$ cat src/rtl/priority_isr_ctrl.sv
// priority_isr_ctrl: 8-level priority interrupt controller in fully nested
// mode. The controller arbitrates IRR & ~IMR, answers a two-pulse INTA
// sequence (first pulse latches the level, second drives the vector) and
// clears in-service bits on EOI or automatically (AUTO_EOI=1).
// Optional macro PIC_AUTO_ROTATE_EN: each non-specific EOI makes the level
// it cleared the lowest priority. Without it, IR0 is always highest.
// Handshake: inta and eoi are single-cycle pulses sampled on the rising edge
// of clk. All outputs are registered and show the effect of a pulse in the
// cycle after the edge that sampled it. irr_clr and vector_oe are one-cycle
// pulses. vector holds its value while vector_oe is low.
module priority_isr_ctrl #(
    parameter int AUTO_EOI = 0
) (
    input  logic       clk,
    input  logic       reset,
    input  logic [7:0] irr,
    input  logic [7:0] imr,
    input  logic       inta,
    input  logic       eoi,
    input  logic       eoi_specific,
    input  logic [2:0] eoi_level,
    input  logic [4:0] vec_base,
    output logic       int_out,
    output logic [7:0] irr_clr,
    output logic [7:0] isr,
    output logic [7:0] vector,
    output logic       vector_oe,
    output logic [1:0] state_dbg
);

    typedef enum logic [1:0] {
        ST_IDLE = 2'd0,
        ST_ACK1 = 2'd1,
        ST_ACK2 = 2'd2
    } state_t;

    state_t     state_q, state_d;
    logic [7:0] isr_q, isr_d;
    logic [2:0] level_q, level_d;
    logic       spur_q, spur_d;
    logic       int_out_q, int_out_d;
    logic [7:0] irr_clr_q, irr_clr_d;
    logic [7:0] vector_q, vector_d;
    logic       vector_oe_q, vector_oe_d;
`ifdef PIC_AUTO_ROTATE_EN
    logic [2:0] lowest_q, lowest_d;
`endif

    // Priority order is described by the level that is currently lowest;
    // the level right after it (mod 8) is the highest.
    logic [2:0] pri_cur, pri_nxt;
    logic [7:0] elig;
    logic [3:0] win, isr_top, win_nxt, isr_top_nxt;

    // Returns {found, level} of the highest-priority set bit of vec.
    function automatic logic [3:0] find_top(input logic [7:0] vec, input logic [2:0] lowest);
        logic [3:0] res;
        logic [2:0] lvl;
        res = 4'd0;
        for (int k = 7; k >= 0; k--) begin
            lvl = lowest + 3'd1 + 3'(k);
            if (vec[lvl]) res = {1'b1, lvl};
        end
        return res;
    endfunction

    // Rank 0 is the highest priority.
    function automatic logic [2:0] rank(input logic [2:0] lvl, input logic [2:0] lowest);
        return lvl - lowest - 3'd1;
    endfunction

    // Next-state: EOI acts on the pre-cycle ISR, then the INTA sequence applies.
    always_comb begin
        state_d     = state_q;
        isr_d       = isr_q;
        level_d     = level_q;
        spur_d      = spur_q;
        irr_clr_d   = 8'd0;
        vector_d    = vector_q;
        vector_oe_d = 1'b0;
`ifdef PIC_AUTO_ROTATE_EN
        lowest_d    = lowest_q;
        pri_cur     = lowest_q;
`else
        pri_cur     = 3'd7;
`endif
        elig    = irr & ~imr;
        win     = find_top(elig, pri_cur);
        isr_top = find_top(isr_q, pri_cur);

        if (eoi) begin
            if (eoi_specific) begin
                isr_d[eoi_level] = 1'b0;
            end else if (isr_top[3]) begin
                isr_d[isr_top[2:0]] = 1'b0;
`ifdef PIC_AUTO_ROTATE_EN
                lowest_d = isr_top[2:0];
`endif
            end
        end

        case (state_q)
            ST_IDLE: begin
                if (inta) begin
                    state_d = ST_ACK1;
                    if (win[3]) begin
                        level_d             = win[2:0];
                        spur_d              = 1'b0;
                        isr_d[win[2:0]]     = 1'b1;
                        irr_clr_d[win[2:0]] = 1'b1;
                    end else begin
                        level_d = 3'd7;
                        spur_d  = 1'b1;
                    end
                end
            end
            ST_ACK1: begin
                if (inta) begin
                    state_d     = ST_ACK2;
                    vector_d    = {vec_base, level_q};
                    vector_oe_d = 1'b1;
                    if (AUTO_EOI != 0 && !spur_q) isr_d[level_q] = 1'b0;
                end
            end
            ST_ACK2: state_d = ST_IDLE;
            default: state_d = ST_IDLE;
        endcase

`ifdef PIC_AUTO_ROTATE_EN
        pri_nxt = lowest_d;
`else
        pri_nxt = 3'd7;
`endif
        win_nxt     = find_top(elig, pri_nxt);
        isr_top_nxt = find_top(isr_d, pri_nxt);
        int_out_d   = win_nxt[3] &&
                      (!isr_top_nxt[3] || (rank(win_nxt[2:0], pri_nxt) < rank(isr_top_nxt[2:0], pri_nxt)));
    end

    // State and output registers; reset abandons any acknowledge in flight.
    always_ff @(posedge clk or posedge reset) begin
        if (reset) begin
            state_q     <= ST_IDLE;
            isr_q       <= 8'd0;
            level_q     <= 3'd0;
            spur_q      <= 1'b0;
            int_out_q   <= 1'b0;
            irr_clr_q   <= 8'd0;
            vector_q    <= 8'd0;
            vector_oe_q <= 1'b0;
`ifdef PIC_AUTO_ROTATE_EN
            lowest_q    <= 3'd7;
`endif
        end else begin
            state_q     <= state_d;
            isr_q       <= isr_d;
            level_q     <= level_d;
            spur_q      <= spur_d;
            int_out_q   <= int_out_d;
            irr_clr_q   <= irr_clr_d;
            vector_q    <= vector_d;
            vector_oe_q <= vector_oe_d;
`ifdef PIC_AUTO_ROTATE_EN
            lowest_q    <= lowest_d;
`endif
        end
    end

    assign int_out   = int_out_q;
    assign irr_clr   = irr_clr_q;
    assign isr       = isr_q;
    assign vector    = vector_q;
    assign vector_oe = vector_oe_q;
    assign state_dbg = state_q;

endmodule

$ cat config.mk
export PLATFORM = sky130hd
export DESIGN_NAME = priority_isr_ctrl
export DESIGN_NICKNAME = d
export VERILOG_FILES = /design/src/rtl/priority_isr_ctrl.sv
export SDC_FILE = /design/constraint.sdc
export NUM_CORES = 1
export LEC_CHECK = 0
export CAP_MARGIN = 25
export CORE_UTILIZATION = 30
export CTS_CLUSTER_SIZE = 20
export DETAILED_ROUTE_END_ITERATION = 10
export DONT_BUFFER_PORTS = 1
export GPL_ROUTABILITY_DRIVEN = 0
export PLACE_DENSITY = 0.48
export SLEW_MARGIN = 40
export SYNTH_ARGS = -nofsm -noshare
export SYNTH_HDL_FRONTEND = slang
export SYNTH_SLANG_ARGS = --single-unit
$ cat constraint.sdc
create_clock -name clk -period 3.61 [get_ports clk]
set_input_delay 0.722 -clock clk [delete_from_list [all_inputs] [get_ports clk]]
set_output_delay 0.722 -clock clk [all_outputs]
set_load 0.05 [all_outputs]
# Word-level counts from Yosys, hierarchy flattened

Index checks and enable logic that the tools add are counted.

Reduce and logical (&&, ||, !) cells: 10
Bitwise logic cells: 7
Mux-type cells: 45
Equality and inequality tests: 3
Add/sub/neg operators: 4
$lt $le $gt $ge: 7

Operators by type and width:

| kind                | count |
|---|---|
| $mux 4              | 24 |
| $mux 8              | 9 |
| $and 8x8->8         | 3 |
| $not 8->8           | 3 |
| $lt 3x4->1 const B  | 3 |
| $demux 1 s3         | 3 |
| $ge 3x1->1 const B  | 3 |
| $or 8x8->8          | 1 |
| $reduce_and 2->1    | 3 |
| $sub 3x1->3 const B | 2 |
| $sub 3x3->3 const B | 2 |
| $mux 1              | 5 |
| $logic_and 1x1->1   | 4 |
| $mux 2              | 2 |
| $ne 2x2->1 const B  | 2 |
| $pmux 2 s2          | 1 |
| $lt 3x3->1          | 1 |
| $mux 3              | 1 |
| $eq 2x1->1 const B  | 1 |
| $logic_not 2->1     | 1 |
| $logic_not 1->1     | 1 |
| $logic_or 1x1->1    | 1 |

Logic and storage cells: 83
Bits of input ports: 29
Bits in registers: 31
Output and inout bits: 28

# Depth between registers and ports, before layout

Gate-level depths: netlist of run 1.

Depth in word-level cells: 34
Depth in mapped cells: 11
Depth with buffers taken out: 11

# Worst setup path after synthesis of run 1

No wires, ideal clock.

Path kind: in2reg
From: input port inta
To: register int_out_q, in the netlist int_out
Data arrival time: 2677 ps
Required time: 3473 ps
Buffers on the path: 1
Stages: 11
Setup slack: 797 ps
Cells stage by stage: or3b_4 > buf_6 > nor3_2 > nor3_1 > nand2b_1 > a211o_1 > ha_1 > o21a_1 > nor2_1 > a41oi_1 > o32ai_2

Cells in the longest elaborated chain, start to end: 15
Elaborated cells on any way between the ends: 16

Ends and longest elaborated chain:

| what                  | line | text |
|---|---|---|
| start, declared       | 18   | `input logic inta,` |
| $mux 8 (*)            | 104  | `if (inta) begin` |
| $mux 8 (*)            | 102  | `case (state_q)` |
| $mux 4 (7 in series)  | 62   | `if (vec[lvl]) res = {1'b1, lvl};` |
| $mux 4 (*)            | 62   |  |
| $sub 3x3->3           | 69   | `return lvl - lowest - 3'd1;` |
| $sub 3x1->3           | 69   |  |
| $lt 3x3->1            | 137  | `(!isr_top_nxt[3] \|\| (rank(win_nxt[2:0], pri_nxt) < rank(isr_top_nxt[2:0], pri_nxt)));` |
| $logic_or 1x1->1 (*)  | 137  |  |
| $logic_and 1x1->1 (*) | 136  | `int_out_d = win_nxt[3] &&` |
| net int_out_d         | 41   | `logic int_out_q, int_out_d;` |
| end signal, assigned  | 159  | `int_out_q <= int_out_d;` |
| end, declared         | 41   |  |

The timed path passes the listed nets; every way through them passes the cells marked *.
A chain may end at the register's enable or synchronous reset.

# Worst setup path after layout of run 1

From: register isr_q[2], in the netlist isr[2]
To: register int_out_q, in the netlist int_out

Cells in the longest elaborated chain, start to end: 29
Elaborated cells on any way between the ends: 32

Ends and longest elaborated chain:

| what                                                                  | line | text |
|---|---|---|
| start, declared                                                       | 38   | `logic [7:0] isr_q, isr_d;` |
| start signal, assigned                                                | 156  | `isr_q <= isr_d;` |
| $mux 4 (3 in series)                                                  | 62   |  |
| $lt 3x4->1 (not written as such) / $ge 3x1->1 (equally long branches) | 95   | `isr_d[isr_top[2:0]] = 1'b0;` |
| $logic_and 1x1->1 (not written as such)                               | 95   |  |
| $mux 1 (not written as such)                                          | 95   |  |
| $demux 1 s3                                                           | 95   |  |
| $not 8->8 (no line)                                                   | n/a  |  |
| $and 8x8->8 (no line)                                                 | n/a  |  |
| $mux 8                                                                | 94   | `end else if (isr_top[3]) begin` |
| [... 6 more ...]                                                      | n/a  |  |
| $mux 4 (7 in series)                                                  | 62   |  |
| $mux 4 (*)                                                            | 62   |  |
| $sub 3x3->3                                                           | 69   |  |
| $sub 3x1->3                                                           | 69   |  |
| $lt 3x3->1                                                            | 137  |  |
| $logic_or 1x1->1 (*)                                                  | 137  |  |
| $logic_and 1x1->1 (*)                                                 | 136  |  |
| net int_out_d                                                         | 41   |  |

Marked as above.

==> results of run 1 <==
==> cell type report <==
type                            instances  area (µm²)
Sequential cell                        31         776
Tap cell                               70        87.6
Timing Repair Buffer                    2        15.0
Multi-Input combinational cell        125         810
Clock buffer                            8         100
Inverter                                9        33.8
Fill cell                             529        3350
==> critical path, cell delays in order (launching register included) <==
cell and delay [ns]:
dfrtp_1 0.58, nor4_2 0.41, nand3_1 0.17, o311a_1 0.19, a211oi_1 0.40, nand2b_1 0.10, a211o_1 0.30, ha_1 0.19
a211oi_1 0.22, nand2_1 0.11, o32ai_2 0.27
==> metal layers <==
layer  vias to the layer above  part of all wire (%)  wire, µm  GRT usage (%)
met4                         0                   1.6        60           5.56
met1                       612                    48      1790           19.3
li1                        605                     -         -              -
met3                         6                   5.9       220           3.84
met5                         -                     0         0              0
met2                        41                    45      1680           21.8
==> stage by stage <==
| stage | area [µm²] | setup WS (ns) |
|---|---|---|
| CTS | 1820 | 0.556 |
| finish | 1820 | 0.574 |
| detailed placement | 1720 | 0.555 |
| global route | 1820 | 0.404 |
| global placement | 1720 | 0.667 |
| floorplan | 1630 | 0.797 |
==> power by group through the flow <==
stage | Combinational, mW | Sequential [mW] | Clock [mW]
finish | 0.426 | 0.887 | 0.291
global route | 0.480 | 0.908 | 0.319
CTS | 0.428 | 0.890 | 0.300
detailed placement | 0.426 | 0.898 | 0
global placement | 0.412 | 0.892 | 0
floorplan | 0.338 | 0.882 | 0
==> sequential cells by signal, indices dropped and copies added (netlist names) <==
| register | flops |
|---|---|
| state_dbg | 2 |
| level_q | 3 |
| irr_clr | 8 |
| isr | 8 |
| vector_oe | 1 |
| vector | 8 |
| int_out | 1 |
==> worst paths after layout <==
kind	from	endpoint	slack, ns	cells past startpoint
max	isr[2]	int_out	0.57	10
min in group clk	level_q[0]	vector[0]	0.47	2
min	reset	irr_clr[4]	0.42	2
max in group asynchronous	reset	irr_clr[2]	2.91	2
max reg2reg	isr[2]	int_out	0.57	10
min reg2reg	level_q[0]	vector[0]	0.47	2
==> Yosys cell counts, types with 2 or more instances <==
master	instances	share of area [%]
nand2_1	40	9.2
dfrtp_1	31	48
inv_1	8	1.8
nor2_1	8	1.8
nand2b_1	6	2.3
nor2b_1	6	2.3
a211o_1	4	2.1
a31oi_1	4	1.5
nand3_1	4	1.2
nor3_1	4	1.2
o21ai_0	4	1.2
a21o_1	3	1.4
or2_2	3	1.2
a211oi_1	2	0.92
a311oi_1	2	1.1
and2_1	2	0.77
and3_1	2	0.77
ha_1	2	1.5
nand2b_4	2	1.7
o21a_1	2	0.92
==> cell families (layout without fill, tap and decap cells) <==
| family | Yosys count | in the layout | synth area share, % |
|---|---|---|---|
| buffers and inverters | 10 | 19 | 2.76 |
| AND/OR/NAND/NOR | 85 | 85 | 27.2 |
| flip-flops | 31 | 31 | 47.6 |
| AO/OA/AOI/OAI | 37 | 37 | 20.3 |
| adder cells (fa/ha/maj) | 2 | 2 | 1.53 |
| XOR/XNOR | 1 | 1 | 0.537 |
==> results.yml, run 1 <==
outcome:
  run_status: "complete, no violations"
global_route:
  grt.overflow.total: 0
  pin_count_of_the_biggest_net_entering_global_routing: 32
  grtUsageTotal_pct: 14.3
  antenna_found_initial: 0
  first_global_vias: 1177
  first_pass_grt_wire_length_um: 6000
drt:
  drtIter0Drc: 56
  detail_route.wirelength_um: 3750
  wl_per_cell_um: 15.3
  detail-route-antenna-nets: 0
  detail_route.drc_violations: 0
  drt_first_pass_iters: 4
  detail_route.vias_per_cell: 5.16
  via_count: 1264
synthesis:
  mappedNetlistNets: 197
  synth_area_per_cell_um2: 9.82
  synth_cell_types: 47
  synthesis.area_um2: 1630
  postSynthRegisterBits: 31
  post_synth_inst_count: 166
  synthFlopType: "dfrtp_1"
  synth_edf_count: 0
  synth.yosys.warnings: 0
  ys_async_sr_fraction_pct: 100
  part_of_the_yosys_area_used_for_sequential_elements_pct: 47.6
layout:
  final-instance-count-excl-fill: 245
  area_delta_synth_final_pct: 11.7
  drive_above_1_share_pct: 12.6
  number_of_nets_at_the_end_of_the_flow: 205
  antenna_cells: 0
  final_cell_mix: "nand2_1 (40), dfrtp_1 (31), nor2_1 (8), inv_1 (8), clkbuf_8 (7)"
  final_common_cell: "nand2_1"
  final_util_pct: 35.2
floorplan:
  io-pin-count: 57
  fp.dieW_um: 75.7
  core_region_area_um2: 5170
  placementRows: 26
  die_area_um2: 5730
  initial_core_util_pct: 31.5
  floorplan.die.height_um: 75.7
timing:
  achievable-frequency_mhz: 329
  hold_violations: 0
  slew-limit-headroom_pct: 62.3
  setup_viol: 0
  tns_ns: 0
  final.setup_skew_ns: 0.00322
  period_share_pct: 84.1
  drv_slew: 0
  worst_hold_slack_after_final_layout_ns: 0.420
  min_period_ns: 3.04
  setup_repair_after_global_routing_missed_its_margin: "false"
  max_slew.worst_pin.slew_ns: 0.565
critical_path:
  start_kind: "register"
  critPathArrivalTime_ns: 3.22
  worst-setup-path-type: "reg -> reg"
  path_max_fanout: 3
  crit_required_ns: 3.79
  crit_path_end_kind: "register"
power:
  pwr-share-clk_pct: 18.1
  post-layout-total-power_mw: 1.60
  combinationalPowerShare_pct: 26.6
  internal-power_mw: 0.810
  seq_power_share_pct: 55.3
  power_switching_mw: 0.793
  irDropWorstVdd_mv: 0.234
  sw_frac_of_total_pct: 49.5
  powerDensity_nw_per_um2: 880
  leakage_power_total_nw: 0.875
hold_path:
  hold_path.class: "in -> async"
clock_tree:
  clock-root-buffer: "clkbuf_8"
  clk_pin_slew_ns: 0.06
  cts_hold_buffers: 0
  cts_htree_levels: 2
  cts.repair.resized: 0
  numCtsBuffers: 5
  numClockSinks: 31
  post_cts.repair.setup_buffers: 0
  clock_tree_from_tritoncts: "built"
  worstSkewPairLatency_ns: 0.28
  buffers_from_clock_root_to_sink_at_most: 2
job:
  cap_violations: 0
placed_design:
  placement.io_buffers: 0
  dpl.cell_count: 237
  dpl.hpwl_um: 3010
Power figures use the tool's default switching activity.
==> inputs of run 2 (changes only) <==
--- a/config.mk
+++ b/config.mk
@@ -5,13 +5,14 @@
 export SDC_FILE = /design/constraint.sdc
 export NUM_CORES = 1
 export LEC_CHECK = 0
+export ABC_AREA = 1
 export CAP_MARGIN = 25
 export CORE_UTILIZATION = 30
 export CTS_CLUSTER_SIZE = 20
 export DETAILED_ROUTE_END_ITERATION = 10
 export DONT_BUFFER_PORTS = 1
 export GPL_ROUTABILITY_DRIVEN = 0
-export PLACE_DENSITY = 0.48
+export PLACE_DENSITY = 0.49
 export SLEW_MARGIN = 40
 export SYNTH_ARGS = -nofsm -noshare
 export SYNTH_HDL_FRONTEND = slang
==> constraint.sdc (replaced) <==
create_clock -name clk -period 2.6 [get_ports clk]
set_input_delay 0.52 -clock clk [delete_from_list [all_inputs] [get_ports clk]]
set_output_delay 0.52 -clock clk [all_outputs]
set_load 0.05 [all_outputs]
==> results.yml, run 2 <==
layout:
  final_cell_mix: "nand2_1 (69), inv_1 (39), dfrtp_1 (31)"
  fill_cells: 606
  antenna_cells: 0
  area_delta_synth_final_pct: 19.2
  number_of_nets_at_the_end_of_the_flow: 289
  final_common_cell: "nand2_1"
  layout.cell_area.non_filler_um2: 2110
  final-instance-count-excl-fill: 331
  drive_above_1_share_pct: 22.8
timing:
  final.setup_skew_ns: 0.00351
  slew-limit-headroom_pct: 67.7
  setup_repair_after_global_routing_missed_its_margin: "false"
  max_slew.worst_pin.slew_ns: 0.485
  period_share_pct: 87.5
  tns_ns: 0
  setup_viol: 0
  drv_slew: 0
  setup_slack_ns: 0.325
  hold_violations: 0
  min_period_ns: 2.27
  achievable-frequency_mhz: 440
synthesis:
  synth.largest_area_cell: "dfrtp_1"
  postSynthRegisterBits: 31
  synth_common_cells: "nand2_1 (71), inv_1 (40), dfrtp_1 (31)"
  synth.yosys.warnings: 0
  most_common_cell_in_the_netlist: "nand2_1"
  synth_edf_count: 0
  synthesis.area_um2: 1770
  synth_cell_types: 29
  synthFlopType: "dfrtp_1"
  top_cells_by_area_synth: "dfrtp_1 (44%), nand2_1 (15%), inv_1 (8.5%), nor2_1 (5.3%), o21ai_0 (3.1%)"
  synth_area_per_cell_um2: 7.48
  post_synth_inst_count: 237
  part_of_the_yosys_area_used_for_sequential_elements_pct: 43.8
  synthDominantCellAreaShare_pct: 43.8
  mappedNetlistNets: 268
  ys_async_sr_fraction_pct: 100
floorplan:
  core_region_area_um2: 5610
  initial_core_util_pct: 31.6
  die_area_um2: 6220
  floorplan.die.height_um: 78.9
  io-pin-count: 57
  fp.dieW_um: 78.9
  placementRows: 27
drt:
  detail_route.drc_violations: 0
  drtIter0Drc: 50
  drt_first_pass_iters: 4
  detail_route.wirelength_um: 3980
  wl_per_cell_um: 12.0
  via_count: 1453
  detail-route-antenna-nets: 0
  detail_route.vias_per_cell: 4.39
critical_path:
  worst-setup-path-type: "in -> reg"
  critPathBufInv: 2
  critPathArrivalTime_ns: 2.49
  critPathSlowestCell: "or2_1"
  crit_required_ns: 2.81
  path_cells: "inv_1 -> or2_1 -> nand2_8 -> nor2_8 -> nand2_4 -> nor2_4 -> nand3_2 -> nand3_2 -> nor2_4 -> nor3_2 -> o211ai_1 -> ha_1 -> nand2_1 -> inv_1 -> nand2_1 -> nand2_1 -> a21oi_2"
  r2r-end: "int_out"
  critPathTopFamily: "simple AND/OR/NAND/NOR gates"
  crit_path_end_kind: "register"
  cpPeakStageDelay_ns: 0.34
  timing.rr.start: "isr[6]"
  start_kind: "input pin"
  timing.reg2reg.worst_path_depth: 20
  most_numerous_cell_on_the_critical_path: "nand2_1"
  timing.reg2reg.setup_slack_ns: 0.33
  path_max_fanout: 6
global_route:
  pin_count_of_the_biggest_net_entering_global_routing: 32
  grt.overflow.total: 0
  grtUsageTotal_pct: 14.3
  antenna_found_initial: 0
  first_global_vias: 1416
  first_pass_grt_wire_length_um: 6850
power:
  irDropWorstVdd_mv: 0.402
  leakage_power_total_nw: 1.19
  post-layout-total-power_mw: 2.33
  powerDensity_nw_per_um2: 1100
placed_design:
  postPlaceCellArea_um2: 1960
  dpl.hpwl_um: 3170
  placement.io_buffers: 0
  dpl.cell_count: 322
  worst_slack_at_placement_ns: -0.0282
hold_path:
  hold_path.class: "in -> async"
clock_tree:
  numCtsBuffers: 5
  worstSkewPairLatency_ns: 0.28
  numClockSinks: 31
  cts_htree_levels: 2
  buffers_from_clock_root_to_sink_at_most: 2
  clock-root-buffer: "clkbuf_8"
  clock_tree_from_tritoncts: "built"
  cts_hold_buffers: 0
  clk_pin_slew_ns: 0.06
outcome:
  run_status: "complete, no violations"
job:
  cap_violations: 0
==> run 2: final cells by class <==
type / instances / area [µm²] / share of cell area (%)
sequential: 31 / 776 / 36.7
clock buffer: 8 / 100 / 4.74
timing repair buffer: 16 / 120 / 5.69
multi-input combinational: 156 / 846 / 40.0
tap: 72 / 90.1 / 4.27
inverter: 48 / 180 / 8.53
==> run 2: where the power goes <==
| group | switching, mW | internal, mW | leakage (nW) |
|---|---|---|---|
| Combinational | 0.645 | 0.301 | 0.744 |
| Sequential | 0.349 | 0.621 | 0.396 |
| Clock | 0.171 | 0.241 | 0.0515 |
| Total | 1.17 | 1.16 | 1.19 |
==> run 2: logic make-up (layout without fill, tap and decap cells) <==
group                    count (synthesis)  in the layout  share of synthesized area [%]
AND/OR/NAND/NOR                        130            130                           35.8
buffers and inverters                   50             72                           11.0
flip-flops                              31             31                           43.8
AO/OA/AOI/OAI                           24             24                           7.98
adder cells (fa/ha/maj)                  2              2                           1.41
==> run 2: through the flow <==
| step | hold WS (ns) | utilization, % |
|---|---|---|
| 3_3_place_gp | 0.517 | 34.9 |
| 4_1_cts | 0.217 | 36.7 |
| 2_1_floorplan | 0.502 | - |
| 5_1_grt | 0.235 | 37.7 |
| 6_report | 0.204 | 37.7 |
| 3_5_place_dp | 0.522 | 34.9 |
==> run 2: how the worst max path moves through the flow <==
| stage | start | slack, ns | endpoint | depth (start not counted) |
|---|---|---|---|---|
| 6_report | irr[0] | 0.33 | int_out | 17 |
| 3_5_place_dp | irr[0] | -0.03 | int_out | 17 |
| 5_1_grt | isr[6] | 0.03 | int_out | 22 |
| 3_3_place_gp | irr[0] | -0.03 | int_out | 17 |
| 2_1_floorplan | isr[5] | 0.19 | int_out | 19 |
| 4_1_cts | isr[5] | 0.17 | int_out | 16 |
==> run 2: what timing repair did <==
action,CTS,global route
buffers inserted,0,1
endpoints found under the setup margin,0,1
gates resized for setup,0,15
==> run 2: layer usage <==
| metal | GRT usage, % | up-vias | part of all wire (%) |
|---|---|---|---|
| li1 | - | 766 | - |
| met1 | 18.6 | 643 | 50 |
| met2 | 21.9 | 37 | 42 |
| met3 | 4.25 | 7 | 5.5 |
| met4 | 6.36 | 0 | 2.3 |
| met5 | 0 | - | 0 |
==> inputs of run 3 (changes only) <==
--- a/config.mk
+++ b/config.mk
@@ -6,13 +6,12 @@
 export NUM_CORES = 1
 export LEC_CHECK = 0
 export ABC_AREA = 1
-export CAP_MARGIN = 25
-export CORE_UTILIZATION = 30
+export CORE_UTILIZATION = 45
 export CTS_CLUSTER_SIZE = 20
 export DETAILED_ROUTE_END_ITERATION = 10
 export DONT_BUFFER_PORTS = 1
 export GPL_ROUTABILITY_DRIVEN = 0
-export PLACE_DENSITY = 0.49
+export PLACE_DENSITY = 0.64
 export SLEW_MARGIN = 40
 export SYNTH_ARGS = -nofsm -noshare
 export SYNTH_HDL_FRONTEND = slang
==> constraint.sdc (replaced) <==
create_clock -name clk -period 2.8 [get_ports clk]
set_input_delay 0.56 -clock clk [delete_from_list [all_inputs] [get_ports clk]]
set_output_delay 0.56 -clock clk [all_outputs]
set_load 0.05 [all_outputs]
==> results.yml, run 3 (synthesis gave the netlist of run 2 again) <==
drt:
  detail-route-antenna-nets: 0
  via_count: 1439
  drtIter0Drc: 90
  wl_per_cell_um: 11.7
  drt_first_pass_iters: 6
  detail_route.vias_per_cell: 4.76
  detail_route.drc_violations: 0
  detail_route.wirelength_um: 3540
global_route:
  antenna_found_initial: 0
  pin_count_of_the_biggest_net_entering_global_routing: 32
  first_global_vias: 1381
  grtUsageTotal_pct: 19.2
  grt.overflow.total: 0
  first_pass_grt_wire_length_um: 6180
critical_path:
  path_max_fanout: 3
  crit_required_ns: 3.01
  worst-setup-path-type: "reg -> reg"
  timing.reg2reg.worst_path_depth: 16
  cpPeakStageDelay_ns: 0.38
  most_numerous_cell_on_the_critical_path: "nand2_1"
  critPathSlowestCell: "dfrtp_1"
  critPathBufInv: 2
  crit_path_end_kind: "register"
  critPathArrivalTime_ns: 2.66
  path_cells: "buf_4 -> nor2_1 -> o21ai_0 -> nor2_1 -> nand3_1 -> nand3_1 -> nand2_1 -> nor2_1 -> nor3_1 -> o211ai_1 -> ha_1 -> nand2_1 -> inv_1 -> nand2_1 -> nand2_1 -> a21oi_2"
  start_kind: "register"
  r2r-end: "int_out"
  timing.rr.start: "isr[4]"
  critPathTopFamily: "simple AND/OR/NAND/NOR gates"
  timing.reg2reg.setup_slack_ns: 0.35
layout:
  antenna_cells: 0
  area_delta_synth_final_pct: 12.0
  number_of_nets_at_the_end_of_the_flow: 284
  final-seq-area_um2: 776
  fill_cells: 384
  multi_input_area_um2: 801
  final_common_cell: "nand2_1"
  drive_above_1_share_pct: 16.5
  final_cell_mix: "nand2_1 (71), inv_1 (40), dfrtp_1 (31)"
timing:
  drv_slew: 0
  setup_viol: 0
  tns_ns: 0
  slew-limit-headroom_pct: 67.6
  setup_slack_ns: 0.349
  period_share_pct: 87.5
  max_slew.worst_pin.slew_ns: 0.486
  setup_repair_after_global_routing_missed_its_margin: "false"
  achievable-frequency_mhz: 408
  final.setup_skew_ns: 0.00350
  worst_hold_slack_after_final_layout_ns: 0.255
  min_period_ns: 2.45
  hold_violations: 0
clock_tree:
  clock-root-buffer: "clkbuf_8"
  numClockSinks: 31
  clk_pin_slew_ns: 0.06
  buffers_from_clock_root_to_sink_at_most: 2
  worstSkewPairLatency_ns: 0.27
  cts_hold_buffers: 0
  numCtsBuffers: 5
  cts_htree_levels: 2
  post_cts.repair.setup_buffers: 0
  clock_tree_from_tritoncts: "built"
  cts.repair.resized: 0
floorplan:
  core_region_area_um2: 3720
  die_area_um2: 4190
  initial_core_util_pct: 47.7
  floorplan.die.height_um: 64.7
  placementRows: 22
  fp.dieW_um: 64.7
  io-pin-count: 57
placed_design:
  worst_slack_at_placement_ns: 0.159
  placement.io_buffers: 0
  dpl.hpwl_um: 2890
power:
  powerDensity_nw_per_um2: 1030
  irDropWorstVdd_mv: 0.307
  post-layout-total-power_mw: 2.04
  leakage_power_total_nw: 1.15
job:
  cap_violations: 0
outcome:
  run_status: "complete, no violations"
hold_path:
  hold_path.class: "in -> async"
-- run 3: how the worst max path moves through the flow --
| stage | start | endpoint | slack, ns | cells past startpoint |
|---|---|---|---|---|
| after detailed placement | irr[0] | int_out | 0.16 | 17 |
| after floorplan | isr[5] | int_out | 0.39 | 19 |
| after global placement | irr[0] | int_out | 0.18 | 17 |
| final | isr[4] | int_out | 0.35 | 16 |
| after CTS | isr[4] | int_out | 0.37 | 16 |
| after global routing | isr[6] | int_out | 0.08 | 20 |
-- run 3: power breakdown --
part	total, mW	leakage [nW]	internal (mW)	switching, mW
Sequential	0.896	0.396	0.576	0.320
Clock	0.331	0.0412	0.173	0.158
Combinational	0.816	0.715	0.251	0.565
Total	2.04	1.15	1.00	1.04
-- run 3: per-layer routing --
layer / track usage (%) / routed length (µm) / part of all wire [%]
met2: 29.9 / 1550 / 44
met4: 6.94 / 55 / 1.6
met1: 25.3 / 1690 / 48
met5: 0 / 0 / 0
met3: 5.11 / 244 / 6.9
-- run 3: worst register-to-register path, stage by stage (launching register included) --
cell,delay (ns)
dfrtp_1,0.38
buf_4,0.20
nor2_1,0.20
o21ai_0,0.13
nor2_1,0.17
nand3_1,0.10
nand3_1,0.11
nand2_1,0.08
nor2_1,0.18
nor3_1,0.09
o211ai_1,0.17
ha_1,0.26
nand2_1,0.07
inv_1,0.04
nand2_1,0.05
nand2_1,0.05
a21oi_2,0.11
-- run 3: per-stage QoR --
| step | area (µm²) | util (%) | cells |
|---|---|---|---|
| floorplan | 1770 | - | 237 |
| global placement | 1900 | 51.1 | 294 |
| detailed placement | 1900 | 51.1 | 294 |
| CTS | 1980 | 53.4 | 302 |
| global route | 1980 | 53.4 | 302 |
| finish | 1980 | 53.4 | 302 |
-- run 3: area by class of cell --
class,instances,share of cell area (%)
clock buffers,6,3.66
inverters,48,9.08
flip-flops and latches,31,39.1
repair buffers,11,4.16
well taps,48,3.03
clock inverters,2,0.631
multi-input cells,156,40.4
